===== src/rtl/forward_hazard_ctrl_pkg.sv =====
// Shared pipeline definitions: forward-select bit positions, control FSM encoding and NOP flags.
// Also imported by the EX-stage operand muxes that consume the one-hot forward selects.
package forward_hazard_ctrl_pkg;

    localparam int unsigned FWD_W                    = 3;
    localparam int unsigned FORWARD_NONE             = 0;
    localparam int unsigned FORWARD_COLLISION_IN_MEM = 1;
    localparam int unsigned FORWARD_COLLISION_IN_WB  = 2;

    typedef enum logic [1:0] {
        RUN        = 2'd0,
        LOAD_STALL = 2'd1,
        MEM_WAIT   = 2'd2
    } ctrl_state_e;

    typedef struct packed {
        logic valid;
        logic reg_write;
        logic mem_read;
    } stage_ctrl_t;

    // Control half of the NOP record; register fields of a NOP are all zero.
    localparam stage_ctrl_t NOP_CTRL = '{valid: 1'b0, reg_write: 1'b0, mem_read: 1'b0};

    function automatic logic [FWD_W-1:0] fwd_onehot(input logic hit_mem, input logic hit_wb);
        logic [FWD_W-1:0] sel;
        sel = '0;
        if (hit_mem) begin
            sel[FORWARD_COLLISION_IN_MEM] = 1'b1;
        end else if (hit_wb) begin
            sel[FORWARD_COLLISION_IN_WB] = 1'b1;
        end else begin
            sel[FORWARD_NONE] = 1'b1;
        end
        return sel;
    endfunction

endpackage


===== src/rtl/forward_hazard_ctrl_if.sv =====
// ID-stage instruction info, pipeline control inputs and hazard/forwarding outputs.
interface forward_hazard_ctrl_if #(
    parameter int unsigned REG_ADDR_WIDTH = 5
);
    import forward_hazard_ctrl_pkg::*;

    logic                      valid_ID;
    logic [REG_ADDR_WIDTH-1:0] rs1_ID;
    logic [REG_ADDR_WIDTH-1:0] rs2_ID;
    logic [REG_ADDR_WIDTH-1:0] rd_ID;
    logic                      reg_write_ID;
    logic                      mem_read_ID;
    logic                      flush_EX;
    logic                      mem_stall;
    logic [FWD_W-1:0]          forward_detect_EX_rs1;
    logic [FWD_W-1:0]          forward_detect_EX_rs2;
    logic                      stall_IF;
    logic                      stall_ID;
    logic                      bubble_EX;
    logic [1:0]                ctrl_state;

    modport slave (
        input  valid_ID, rs1_ID, rs2_ID, rd_ID, reg_write_ID, mem_read_ID, flush_EX, mem_stall,
        output forward_detect_EX_rs1, forward_detect_EX_rs2, stall_IF, stall_ID, bubble_EX,
               ctrl_state
    );

    modport master (
        output valid_ID, rs1_ID, rs2_ID, rd_ID, reg_write_ID, mem_read_ID, flush_EX, mem_stall,
        input  forward_detect_EX_rs1, forward_detect_EX_rs2, stall_IF, stall_ID, bubble_EX,
               ctrl_state
    );

endinterface


===== src/rtl/stage_record_reg.sv =====
// One pipeline-stage record register: loads d when enabled, otherwise holds.
module stage_record_reg #(
    parameter type rec_t = logic [7:0]
) (
    input  logic clk,
    input  logic rst,
    input  logic en,
    input  rec_t d,
    output rec_t q
);

    always_ff @(posedge clk or posedge rst) begin
        if (rst) begin
            q <= '0;
        end else if (en) begin
            q <= d;
        end
    end

endmodule


===== src/rtl/forward_hazard_ctrl.sv =====
// Tracks EX/MEM/WB destination records to drive operand forwarding selects and
// load-use / flush / memory-stall pipeline control.
module forward_hazard_ctrl
    import forward_hazard_ctrl_pkg::*;
#(
    parameter int unsigned REG_ADDR_WIDTH = 5
) (
    input  logic                 clk,
    input  logic                 rst,
    forward_hazard_ctrl_if.slave hz
);

    typedef struct packed {
        stage_ctrl_t               ctrl;
        logic [REG_ADDR_WIDTH-1:0] rd;
        logic [REG_ADDR_WIDTH-1:0] rs1;
        logic [REG_ADDR_WIDTH-1:0] rs2;
    } stage_rec_t;

    localparam stage_rec_t NOP_REC = '{ctrl: NOP_CTRL, rd: '0, rs1: '0, rs2: '0};

    stage_rec_t  id_rec, ex_d, ex_q, mem_q, wb_q;
    ctrl_state_e state_q, state_d;
    logic        advance, load_use, stall, bubble;

    assign id_rec = '{ctrl: '{valid: hz.valid_ID, reg_write: hz.reg_write_ID,
                              mem_read: hz.mem_read_ID},
                      rd: hz.rd_ID, rs1: hz.rs1_ID, rs2: hz.rs2_ID};

    // Leaving MEM_WAIT is an ordinary advance cycle, so only mem_stall freezes records.
    assign advance = ~hz.mem_stall;
    assign ex_d    = bubble ? NOP_REC : id_rec;

    stage_record_reg #(.rec_t(stage_rec_t)) u_ex_rec (
        .clk(clk), .rst(rst), .en(advance), .d(ex_d),  .q(ex_q)
    );
    stage_record_reg #(.rec_t(stage_rec_t)) u_mem_rec (
        .clk(clk), .rst(rst), .en(advance), .d(ex_q),  .q(mem_q)
    );
    stage_record_reg #(.rec_t(stage_rec_t)) u_wb_rec (
        .clk(clk), .rst(rst), .en(advance), .d(mem_q), .q(wb_q)
    );

    function automatic logic writes_reg(input stage_rec_t r, input logic [REG_ADDR_WIDTH-1:0] rs);
        return r.ctrl.valid && r.ctrl.reg_write && (r.rd != '0) && (r.rd == rs);
    endfunction

    assign hz.forward_detect_EX_rs1 = fwd_onehot(writes_reg(mem_q, ex_q.rs1),
                                                 writes_reg(wb_q, ex_q.rs1));
    assign hz.forward_detect_EX_rs2 = fwd_onehot(writes_reg(mem_q, ex_q.rs2),
                                                 writes_reg(wb_q, ex_q.rs2));

    assign load_use = hz.valid_ID && ex_q.ctrl.valid && ex_q.ctrl.mem_read && (ex_q.rd != '0) &&
                      ((ex_q.rd == hz.rs1_ID) || (ex_q.rd == hz.rs2_ID));

    always_ff @(posedge clk or posedge rst) begin
        if (rst) begin
            state_q <= RUN;
        end else begin
            state_q <= state_d;
        end
    end

    always_comb begin
        state_d = state_q;
        stall   = 1'b0;
        bubble  = 1'b0;
        if (hz.mem_stall) begin
            stall   = 1'b1;
            state_d = MEM_WAIT;
        end else begin
            case (state_q)
                RUN, MEM_WAIT: begin
                    state_d = RUN;
                    if (hz.flush_EX) begin
                        bubble = 1'b1;
                    end else if (load_use) begin
                        stall   = 1'b1;
                        bubble  = 1'b1;
                        state_d = LOAD_STALL;
                    end
                end
                LOAD_STALL: state_d = RUN;
                default:    state_d = RUN;
            endcase
        end
    end

    // Gate with rst so an in-progress stall drops immediately, not at the next edge.
    assign hz.stall_IF   = stall & ~rst;
    assign hz.stall_ID   = stall & ~rst;
    assign hz.bubble_EX  = bubble & ~rst;
    assign hz.ctrl_state = state_q;

endmodule

===== src/flat_wrapper.sv =====
// flat-port wrapper written by rule: the top's interface ports become plain ports
module forward_hazard_ctrl_flat import forward_hazard_ctrl_pkg::*;
#(
    parameter int unsigned REG_ADDR_WIDTH = 5
)
  (clk, rst, hz_valid_ID, hz_rs1_ID, hz_rs2_ID, hz_rd_ID, hz_reg_write_ID, hz_mem_read_ID, hz_flush_EX, hz_mem_stall, hz_forward_detect_EX_rs1, hz_forward_detect_EX_rs2, hz_stall_IF, hz_stall_ID, hz_bubble_EX, hz_ctrl_state);
  forward_hazard_ctrl_if #(.REG_ADDR_WIDTH(REG_ADDR_WIDTH)) hz_i ();
  input  logic clk;
  input  logic rst;
  input wire logic [$bits(hz_i.valid_ID)-1:0] hz_valid_ID;
  input wire logic [$bits(hz_i.rs1_ID)-1:0] hz_rs1_ID;
  input wire logic [$bits(hz_i.rs2_ID)-1:0] hz_rs2_ID;
  input wire logic [$bits(hz_i.rd_ID)-1:0] hz_rd_ID;
  input wire logic [$bits(hz_i.reg_write_ID)-1:0] hz_reg_write_ID;
  input wire logic [$bits(hz_i.mem_read_ID)-1:0] hz_mem_read_ID;
  input wire logic [$bits(hz_i.flush_EX)-1:0] hz_flush_EX;
  input wire logic [$bits(hz_i.mem_stall)-1:0] hz_mem_stall;
  output wire logic [$bits(hz_i.forward_detect_EX_rs1)-1:0] hz_forward_detect_EX_rs1;
  output wire logic [$bits(hz_i.forward_detect_EX_rs2)-1:0] hz_forward_detect_EX_rs2;
  output wire logic [$bits(hz_i.stall_IF)-1:0] hz_stall_IF;
  output wire logic [$bits(hz_i.stall_ID)-1:0] hz_stall_ID;
  output wire logic [$bits(hz_i.bubble_EX)-1:0] hz_bubble_EX;
  output wire logic [$bits(hz_i.ctrl_state)-1:0] hz_ctrl_state;
  assign hz_i.valid_ID = hz_valid_ID;
  assign hz_i.rs1_ID = hz_rs1_ID;
  assign hz_i.rs2_ID = hz_rs2_ID;
  assign hz_i.rd_ID = hz_rd_ID;
  assign hz_i.reg_write_ID = hz_reg_write_ID;
  assign hz_i.mem_read_ID = hz_mem_read_ID;
  assign hz_i.flush_EX = hz_flush_EX;
  assign hz_i.mem_stall = hz_mem_stall;
  assign hz_forward_detect_EX_rs1 = hz_i.forward_detect_EX_rs1;
  assign hz_forward_detect_EX_rs2 = hz_i.forward_detect_EX_rs2;
  assign hz_stall_IF = hz_i.stall_IF;
  assign hz_stall_ID = hz_i.stall_ID;
  assign hz_bubble_EX = hz_i.bubble_EX;
  assign hz_ctrl_state = hz_i.ctrl_state;
  forward_hazard_ctrl #(.REG_ADDR_WIDTH(REG_ADDR_WIDTH)) u_core (.clk(clk), .rst(rst), .hz(hz_i));
endmodule

===== config.mk =====
export PLATFORM = sky130hd
export DESIGN_NAME = forward_hazard_ctrl_flat
export DESIGN_NICKNAME = d
export VERILOG_FILES = /design/src/rtl/forward_hazard_ctrl_pkg.sv /design/src/rtl/forward_hazard_ctrl_if.sv /design/src/rtl/stage_record_reg.sv /design/src/rtl/forward_hazard_ctrl.sv /design/src/flat_wrapper.sv
export SDC_FILE = /design/constraint.sdc
export NUM_CORES = 1
export LEC_CHECK = 0
export BUFFER_PORTS_ARGS = -buffer_cell sky130_fd_sc_hd__buf_4
export CORE_MARGIN = 2
export CORE_UTILIZATION = 35
export CTS_BUF_LIST = sky130_fd_sc_hd__clkbuf_4
export DETAILED_ROUTE_END_ITERATION = 6
export PLACE_DENSITY = 0.62
export SYNTH_ARGS = -nofsm -noshare
export SYNTH_HDL_FRONTEND = slang
export SYNTH_HIERARCHICAL = 1
export SYNTH_SLANG_ARGS = --single-unit

===== constraint.sdc =====
create_clock -name clk -period 1.68 [get_ports clk]
set_input_delay 0.252 -clock clk [delete_from_list [all_inputs] [get_ports clk]]
set_output_delay 0.252 -clock clk [all_outputs]
set_load 0.01 [all_outputs]

==> results list, run 1 <==
- Critical path startpoint: u_core/u_ex_rec/q[14]
* Met2 layer usage reported by global route: 27.15%
- Die Height: 82 um
- Cts bufs inserted: 5
- The H-tree generated during clock tree synthesis spans 2 levels.
- Entering global routing, the biggest net connects 33 pins.
* Capture point of the worst reg-to-reg path: u_core/u_ex_rec/q[1]
- The floorplan step set the die width to 82 um.
- Once layout is done, the placed cells without fillers occupy 2940 um^2.
- The die covers 6724 um^2.
- Peak clock frequency supported by timing: 451.7 MHz
- The number of antenna violations at the first check in global routing was 0.
* RSZ-0062 raised after global routing: true
* Outcome: finished, violations left
* Global routing usage on met3: 3.077%
- Worst slack on hold paths: 78.15 ps
- The worst hold path terminates at u_core/hz.ctrl_state[1].
* I/O pin count: 33
- Setup violations remaining at the end of the flow were counted as 28.
* Clock insertion delay at the later pin of the skew report: 330 ps
- For the pin with the worst max-slew slack, the measured transition is 295.9 ps.
- Between clock sinks in the finished design, the worst skew comes to 12.34 ps.
* Post-Synthesis Cell Area: 2130 um^2
- The count of buffers added on input and output ports is 32.
- CTS tree: yes
* Most common library cell in the layout ignoring fill and taps: buf_4
- Critical path, cell by cell: or4_4, o2111ai_4, nor4_2, a32o_2, buf_6
- Avg WL per Cell: 15.28 um
- STA classifies the critical path endpoint as an output pin.
* Most used cells in the layout excluding fill and tap cells: buf_4 (64), dfrtp_1 (33), xnor2_1 (26)
- Final worst path period need: 2214 ps
- Crit-path slowest cell: or4_4
- The first detailed-routing pass took 4 iterations.
- Mean cell area of the mapped netlist: 11.90 um^2
* Sum of buffers and inverters on the critical path: 1
- Static Leak: 1.348 nW
* Syn Nets: 201
* Final Hold Vio Count: 0
- Across all register-to-register paths, the minimum setup slack is -300 ps.
* # diodes: 0
- Summed over all layers, the routed wires come to 5026 um.
- Beginning of the worst hold path: hz_mem_stall
* Data arrival time of the critical path: 1960 ps
- Hold WC Path Type: in -> reg
* Max-cap violations: 0
- Clock slew seen by the registers of the worst setup and hold paths: 100 ps
- The detail route stage leaves a number of antenna-violating nets equal to 0.
* Clock sink total: 34
* Met1 Track Usage GR: 19.70%
* Detail Placement HPWL: 3721 um
* GRT Total Usage: 15.94%
* Ratio of cells with drive above 1 in the final layout: 57.87%
- Synthesis produced a netlist whose cell count is 179.
* # rows: 28
- In this run the most used layer during global routing was met2.
* Total power: 0.002441 W
- Hold path cells: 1
- The cell sitting at the root of the clock tree is a clkbuf_4.
- Logic depth of the worst register-to-register path: 8
- Post-detailed-placement cell area: 2653 um^2
- The final number of max-transition violations was 0.
- Measured against its own limit, the worst slew margin works out to 80.11%.
* Routability congestion estimate: 0.8733
- Sum of negative setup slack: -9283 ps
- In this run the worst path has a maximum fanout of 3.
- Count of vias placed by the detailed router: 1,569
- In the post-route analysis, the smallest setup slack over all paths is -533.6 ps.
- Using the TritonRoute via totals, the vias-per-cell ratio works out to 4.769.
- Deepest clock path buffer count: 2
* Category of the worst setup path launch point: register
- The setup path with the least slack is of type reg -> out.
- For this configuration, the core starts out at a cell density of 36.18%.
- Synth warn: 6
* Failing checks: setup timing
- After global routing the overflow that remains totals 0.
- Dominant delay contributor by cell family on the critical path: simple AND/OR/NAND/NOR gates
- RR Startpoint: u_core/u_ex_rec/q[14]
- Vias in the first global route: 1,652
* Number of DRC violations after detailed-routing iteration 0: 65
- In the final design database the tool counted 276 nets.
- Area growth, synth to finish: 38.07%
* Power per Cell Area: 830.2 nW/um^2
* VDD IR-drop max: 0.4717 mV
* Residual DRC: 0
* Wire length of the first global-routing pass: 7941 um
* Core box area: 5886 um^2
* Crit path required time: 1430 ps
- Post-route clock period utilization: 131.8%
* Slowest cell delay on critical path: 550 ps
stage by stage:
step | std cells | setup slack (ps) | utilization [%]
final | 329 | -533.6 | 49.96
after global routing | 329 | -620.2 | 49.96
after CTS | 327 | -540.3 | 49.04
after detailed placement | 311 | -247.0 | 45.07
after global placement | 311 | -218.3 | 45.07
after floorplan | 179 | -161.4 | -
area by class of cell:
cell class	count	area, um^2
multi-input combinational	130	1250
sequential	34	852.1
clock inverter	2	33.78
clock buffer	5	37.54
timing repair buffer	78	654.4
inverter	5	18.77
fill	556	2945
tap	75	93.84
worst register-to-register path: stages, from the launching register on:
cell and delay (ps):
dfrtp_1 400, or4_4 550, o2111ai_4 270, buf_6 140, buf_6 90, nor3_4 50, buf_6 140, a21oi_2 130
mux2_4 150
sequential cells by signal, indices dropped and copies added (netlist names):
signal	flops
u_core/hz.ctrl_state	2
u_core/u_ex_rec/q	18
u_core/u_mem_rec/q	7
u_core/u_wb_rec/q	7
report_power, final:
| part | leakage [nW] | internal (W) | total, W | switching [W] |
|---|---|---|---|---|
| Combinational | 0.891 | 0.000495 | 0.000861 | 0.000366 |
| Sequential | 0.419 | 0.000927 | 0.00102 | 0.0000911 |
| Clock | 0.0387 | 0.000301 | 0.000562 | 0.000261 |
| Total | 1.35 | 0.00172 | 0.00244 | 0.000718 |
how the worst max path moves through the flow:
stage / end / slack (ps) / cells past startpoint
floorplan: hz_stall_IF / -160 / 5
global placement: u_core/u_ex_rec/q[17] / -220 / 5
detailed placement: u_core/u_ex_rec/q[17] / -250 / 5
CTS: hz_forward_detect_EX_rs2[0] / -540 / 6
global route: hz_forward_detect_EX_rs2[2] / -620 / 6
finish: hz_bubble_EX / -530 / 5
metal layers:
layer / wire length (um) / part of all wire [%]
met2: 2526 / 50
met1: 2258 / 45
met5: 0 / 0
met3: 163 / 3.2
met4: 78 / 1.6
timing repair:
action,in CTS,in global routing
gates cloned,1,0
setup endpoints to repair,27,27
gates resized for setup,24,8
pin swaps,15,7
hold endpoints to repair,34,0
hold buffers,1,0
buffers inserted,8,2
Note: power is estimated with default switching activity, not from simulation.
==> inputs of run 2 (changes only) <==
--- a/config.mk
+++ b/config.mk
@@ -13,2 +13,3 @@
 export PLACE_DENSITY = 0.62
+export SLEW_MARGIN = 20
 export SYNTH_ARGS = -nofsm -noshare
--- a/constraint.sdc
+++ b/constraint.sdc
@@ -3,2 +3,2 @@
 set_output_delay 0.252 -clock clk [all_outputs]
-set_load 0.01 [all_outputs]
+set_load 0.05 [all_outputs]
==> results list, run 2 (synthesis results as in run 1) <==
- Final Hold Vio Count: 0 (unchanged)
* Total power: 0.002352 W (-3.7%)
* Most used cells in the layout excluding fill and tap cells: buf_4 (57), dfrtp_1 (32), xnor2_1 (26)
* Data arrival time of the critical path: 2130 ps (+170 ps)
- Post-Route Skew: 9.352 ps (-2.991 ps)
* Measured slew at the worst slew-check pin: 369.1 ps (+73.15 ps)
* Leading registers by flop count: u_core/u_ex_rec/q (18), u_core/u_mem_rec/q (7), u_core/u_wb_rec/q (7)
- Walking the worst path, the cells encountered are or4_1, o211ai_1, buf_4, nor4_4, o21ba_4, buf_8.
* Number of placed cells counting well taps: 309 (-0.64%)
- Antenna violations before repair: 0 (unchanged)
- The I/O pin count is 33 (unchanged).
- The worst hold path begins at hz_mem_stall.
* Count of vias placed by the detailed router: 1,563 (-0.38%)
* Crit-path slowest cell: or4_1
- Hold WC Path Type: in -> reg
- Power per Cell Area: 806.4 nW/um^2 (-2.9%)
- Post-Place Worst Slack: -368.5 ps (-121.4 ps)
- The global routing usage summed across all routing layers is 17.01% (+1.1 points).
- Category of the worst setup path launch point: register
* Htree depth: 2 (unchanged)
* Detailed Route WL: 4928 um (-1.9%)
- The tree is rooted in a clkbuf_4.
* Most flops, register: u_core/u_ex_rec/q
* RSZ-0062 raised after global routing: true
- The delay of the slowest cell on the worst path is 530 ps (-20 ps).
- The width of the die is 82 um (unchanged).
- The half-perimeter wire length of the detailed placement result was 3760 um (+1.1%).
* Die Height: 82 um (unchanged)
- CTS tree: yes
- Hold Crit Endpoint: u_core/hz.ctrl_state[1]
- Vias in the first global route: 1,646 (-0.36%)
* Static Leak: 1.312 nW (-2.7%)
- Max-cap violations: 0 (unchanged)
* Pin count of the biggest net entering global routing: 33 (unchanged)
- The maximum clock insertion buffer count came to 2 (unchanged).
* Post-route clock period utilization: 142.0% (+10 points)
* Routability congestion estimate: 0.7691 (-12%)
- The maximum vdd drop was 0.3017 mV (-36%).
* Peak clock frequency supported by timing: 419.1 MHz (-7.2%)
- The number of vias per cell was 4.854 (+1.8%).
- Die outline area: 6724 um^2 (unchanged)
* Number of DRC violations after detailed-routing iteration 0: 59 (-9.2%)
* Logic depth of the worst register-to-register path: 8 (unchanged)
* Number of setup violations in the final report: 27 (-3.6%)
- The worst setup path is of the reg -> out kind.
- Final Net Count: 268 (-2.9%)
- The worst slew slack as a fraction of its limit is 75.37% (-4.7 points).
- The effective utilization at floorplan came to 36.18% (unchanged).
- RR Startpoint: u_core/u_ex_rec/q[14]
* Residual DRC: 0 (unchanged)
- The core outline area is 5886 um^2 (unchanged).
- The number of buffers and inverters on the critical path came to 2 (+1).
- The routed length per instance came to 15.30 um (+0.18%).
* Crit path required time: 1430 ps (about the same)
- The number of input and output port buffers inserted was 32 (unchanged).
- The number of inserted diodes was 0 (unchanged).
- The number of buffers inserted during clock tree synthesis is 5 (unchanged).
- The share of post-route cells with drive strength above 1 is 57.89% (about the same).
- Max FO, Critical Path: 3 (unchanged)
* Area growth, synth to finish: 36.96%
- The flop-to-flop setup slack is -280 ps (+20 ps).
* Clock slew seen by the registers of the worst setup and hold paths: 100 ps (about the same)
- The number of nets still failing antenna checks after routing came to 0 (unchanged).
- The final number of max-transition violations came to 0 (unchanged).
* Most common library cell in the layout ignoring fill and taps: buf_4
* Capture point of the worst reg-to-reg path: u_core/u_ex_rec/q[9]
* Dominant delay contributor by cell family on the critical path: simple AND/OR/NAND/NOR gates
- Sum of negative setup slack: -10,360 ps (-1076 ps)
- The clock insertion delay at the later pin of the skew report is 350 ps (+20 ps).
- Hold path cells: 1 (unchanged)
- Critical path capture point type: output pin
- Total gr overflow: 0 (unchanged)
- Final worst path period need: 2386 ps (+172.5 ps)
- The final non-filler cell total came to 322 (-2.1%).
* Clock sink total: 34 (unchanged)
* PnR worst setup slack: -706.1 ps (-172.5 ps)
- The run finished, with violations left.
- Initial DRT Pass Iterations: 4 (unchanged)
* # rows: 28 (unchanged)
- The global-route wire length before repair was 8383 um (+5.6%).
- The checks that failed: setup timing.
* Max reg flops: 18 (unchanged)
==> run 2: final cells by class <==
type / count / area (um^2)
Clock buffer: 6 / 45.04
Clock inverter: 2 / 8.758
Fill cell: 546 / 2969
Inverter: 5 / 18.77
Multi-Input combinational cell: 130 / 1295
Sequential cell: 34 / 853.3
Tap cell: 75 / 93.84
Timing Repair Buffer: 70 / 601.8
==> run 2: worst max path at each step <==
| stage | startpoint | end | slack, ps | cells past startpoint |
|---|---|---|---|---|
| after floorplan | u_core/u_mem_rec/q[11] | hz_forward_detect_EX_rs1[2] | -560 | 4 |
| after global placement | u_core/u_mem_rec/q[11] | hz_forward_detect_EX_rs2[0] | -380 | 6 |
| after detailed placement | u_core/u_mem_rec/q[11] | hz_forward_detect_EX_rs2[0] | -370 | 6 |
| after CTS | u_core/u_mem_rec/q[13] | hz_forward_detect_EX_rs1[0] | -730 | 6 |
| after global routing | u_core/u_mem_rec/q[11] | hz_forward_detect_EX_rs2[0] | -760 | 6 |
| final | u_core/u_mem_rec/q[11] | hz_forward_detect_EX_rs1[0] | -710 | 6 |
==> run 2: where the power goes <==
group          switching, W  internal [W]
combinational      0.000396      0.000477
sequential        0.0000939      0.000927
clock              0.000285      0.000173
==> run 2: repair_timing <==
action	in CTS	in global routing
gates resized for setup	21	10
pin swaps	18	8
hold endpoints to repair	24	0
setup endpoints to repair	27	28
buffers inserted	2	4
hold buffers	1	0
==> run 2: metal layers <==
layer | vias up | global-route usage, % | part of all wire, %
met3 | 10 | 3.956 | 3.8
met5 | - | 0 | 0
met2 | 29 | 27.72 | 49
met1 | 766 | 21.69 | 45
met4 | 0 | 6.833 | 2.5
li1 | 758 | - | -
==> run 2: through the flow <==
stage,hold WS (ps),util (%),cell area [um^2]
2_1_floorplan,1.479,-,2222
3_3_place_gp,178.0,45.54,2680
3_5_place_dp,180.3,45.54,2680
4_1_cts,48.96,48.51,2855
5_1_grt,49.68,49.55,2917
6_report,69.39,49.55,2917
==> run 2: worst register-to-register path, cell delays in order, from the launching register on <==
cell and delay [ps]:
dfrtp_1 390, or4_4 550, o2111ai_4 260, buf_6 140
buf_6 90, nor3_4 40, buf_12 170, a21oi_2 130
mux2_4 140
==> inputs of run 3 (changes only) <==
GPL_TIMING_DRIVEN = 0   (was unset)
==> results list, run 3 (synthesis results as in run 1) <==
* Slowest cell delay on critical path: 550 ps (+20 ps)
* Total non-filler cell area in the finished layout: 2867 um^2 (-1.7%)
* Peak clock frequency supported by timing: 435.0 MHz (+3.8%)
- Htree depth: 2 (unchanged)
* Max-cap violations: 0 (unchanged)
* Die Height: 82 um (unchanged)
- # diodes: 0 (unchanged)
- The number of DRC markers after the initial detailed-route iteration is 31 (-47%).
- IO buf count: 32 (unchanged)
- The number of global-route vias before repair came to 1,531 (-7.0%).
* Max FO, Critical Path: 4 (+1)
* Crit path required time: 1430 ps (about the same)
* Data arrival time of the critical path: 2050 ps (-80 ps)
* Hold WC Path Type: in -> async
* Cts bufs inserted: 5 (unchanged)
- Share of power burned in combinational logic: 33.8% (-3.3 points)
* Post-route clock period utilization: 136.8% (-5.2 points)
- The aggregate negative setup slack is -10,560 ps (-202.5 ps).
* Initial DRT Pass Iterations: 3 (-1)
* Clock sink total: 34 (unchanged)
- The clock insertion delay at the later pin of the skew report was 340 ps (about the same).
* VDD IR-drop max: 0.3751 mV (+24%)
- Residual DRC: 0 (unchanged)
- The total power per unit cell area is 804.2 nW/um^2 (-0.28%).
- Cell seen most often among critical-path stages: or4_4
- Total gr overflow: 0 (unchanged)
* Most used cells in the layout excluding fill and tap cells: buf_4 (40), dfrtp_1 (25), xnor2_1 (24)
* Slew headroom: 53.22% (-22 points)
- Share of power burned in the clock network: 19.8% (+0.3 points)
- Root buffer cell: clkbuf_4
* Detail Placement HPWL: 3539 um (-5.9%)
* Area growth, synth to finish: 34.61%
- The core outline area came to 5886 um^2 (unchanged).
- The number of failing setup endpoints in the final timing report is 27 (unchanged).
* Routability congestion estimate: 0.7437 (-3.3%)
- Static Leak: 1.259 nW (-4.1%)
* Final-layout fill cell count: 573 (+4.9%)
* Number of placed cells counting well taps: 286 (-7.4%)
- Final worst path period need: 2299 ps (-87.26 ps)
- Category of the worst setup path launch point: register
* Average vias per placed instance: 4.842 (-0.25%)
- Number of pins with negative max-slew slack in the final report: 0 (unchanged)
* Antenna violations before repair: 0 (unchanged)
- Measured slew at the worst slew-check pin: 700.9 ps (+331.8 ps)
- The global routing usage summed across all routing layers came to 16.01% (-1.0 points).
* Critical path, cell by cell: or4_4, o2111ai_4, or4_4, o22ai_4, buf_6, buf_8
- Post-DRT Antenna Nets: 0 (unchanged)
- u_core/u_ex_rec/q holds more flip-flops than any other register.
* Sum of buffers and inverters on the critical path: 2 (unchanged)
* Leading registers by flop count: u_core/u_ex_rec/q (18), u_core/u_mem_rec/q (7), u_core/u_wb_rec/q (7)
- Setup Crit Path Kind: reg -> out
- Starting Density: 36.18% (unchanged)
- The register cell area after layout was 862.1 um^2 (+1.0%).
- Setup repair after global routing could not meet its margin everywhere.
- CTS tree: yes
- Post-Route Skew: 25.05 ps (+15.70 ps)
- Dominant delay contributor by cell family on the critical path: simple AND/OR/NAND/NOR gates
- The total wire length after detailed routing was 4848 um (-1.6%).
* Worst slack on hold paths: 43.04 ps (-26.35 ps)
- Most common library cell in the layout ignoring fill and taps: buf_4
- Count of vias placed by the detailed router: 1,501 (-4.0%)
- Die outline width: 82 um (unchanged)
* Switching power share of the total: 33.36% (+0.43 points)
- The final design utilization was 48.70% (-0.85 points).
* Post-detailed-placement cell area: 2556 um^2 (-4.6%)
* Wire length of the first global-routing pass: 7928 um (-5.4%)
- I/O pin count: 33 (unchanged)
* Deepest clock path buffer count: 2 (unchanged)
- The share of post-route cells with drive strength above 1 was 59.57% (+1.7 points).
- The layout net count came to 256 (-4.5%).
- Critical path capture point type: output pin
- The routed length per instance is 15.64 um (+2.2%).
- Die outline area: 6724 um^2 (unchanged)
- Clock slew seen by the registers of the worst setup and hold paths: 120 ps (+20 ps)
- The multi-input combinational cell area came to 1289 um^2 (-0.48%).
- The largest individual stage delay along the critical path comes from the cell or4_4.
* Pin count of the biggest net entering global routing: 19 (-42%)
- Final Hold Vio Count: 0 (unchanged)
* # rows: 28 (unchanged)
- Failing checks: setup timing
* Sequential fraction of design power: 46.4% (+3.0 points)
- Switching Power: 0.0007690 W (-0.71%)
- The cell-internal power is 0.001536 W (-2.6%).
- The final non-filler cell total is 310 (-3.7%).
* Max reg flops: 18 (unchanged)
* Outcome: finished, violations left
* PnR worst setup slack: -618.8 ps (+87.26 ps)
==> run 3: metal layers <==
layer	vias to the layer above	GRT usage (%)	part of all wire [%]
li1	738	-	-
met1	737	20.84	45
met2	21	26.50	51
met3	5	2.747	2.5
met4	0	6.000	1.1
met5	-	0	0
==> run 3: layout make-up <==
type	instances	share of cell area, %
Multi-Input combinational cell	130	44.96
Sequential cell	34	30.07
Timing Repair Buffer	48	14.36
Buffer	10	4.758
Tap cell	75	3.274
Clock buffer	6	1.571
Inverter	5	0.6547
Clock inverter	2	0.3492
==> run 3: path summary, 6_finish.rpt <==
path                                       start                       to  slack, ps  depth (start not counted)
hold reg to reg            u_core/u_wb_rec/q[17]    u_core/u_wb_rec/q[17]        540                          1
max in group asynchronous                    rst   u_core/u_mem_rec/q[12]        950                          3
hold / removal                               rst     u_core/u_ex_rec/q[4]         40                          2
min in group clk                    hz_mem_stall  u_core/hz.ctrl_state[1]         60                          1
setup / recovery           u_core/u_ex_rec/q[12]              hz_stall_IF       -620                          6
setup reg to reg           u_core/u_ex_rec/q[12]     u_core/u_ex_rec/q[4]       -370                          8
==> run 3: timing repair <==
action | CTS | global route
setup buffers | 11 | 4
resized for setup | 20 | 16
endpoints found under the hold margin | 16 | 0
setup endpoints to repair | 27 | 28
pin swaps | 10 | 7
hold buffers | 1 | 0
==> run 3: power by group through the flow <==
stage | combinational [W] | clock [W] | sequential (W)
finish | 0.000780 | 0.000456 | 0.00107
floorplan | 0.000530 | 0 | 0.00105
global placement | 0.000646 | 0 | 0.00110
detailed placement | 0.000656 | 0 | 0.00110
global route | 0.000844 | 0.000513 | 0.00108
CTS | 0.000738 | 0.000474 | 0.00106
==> run 3: stage by stage <==
step                      total power [W]  setup WS, ps
after floorplan                  0.001583        -561.0
after global placement           0.001746        -573.0
after detailed placement         0.001757        -595.6
after CTS                        0.002276        -660.7
after global routing             0.002441        -709.4
final                            0.002305        -618.8
==> run 3: worst register-to-register path: cells and delay by family, from the launching register on <==
kind | cells | cell delay [ps]
compound gates | 2 | 390
mux | 1 | 150
buf+inv | 3 | 450
flops | 1 | 420
simple gates | 2 | 600
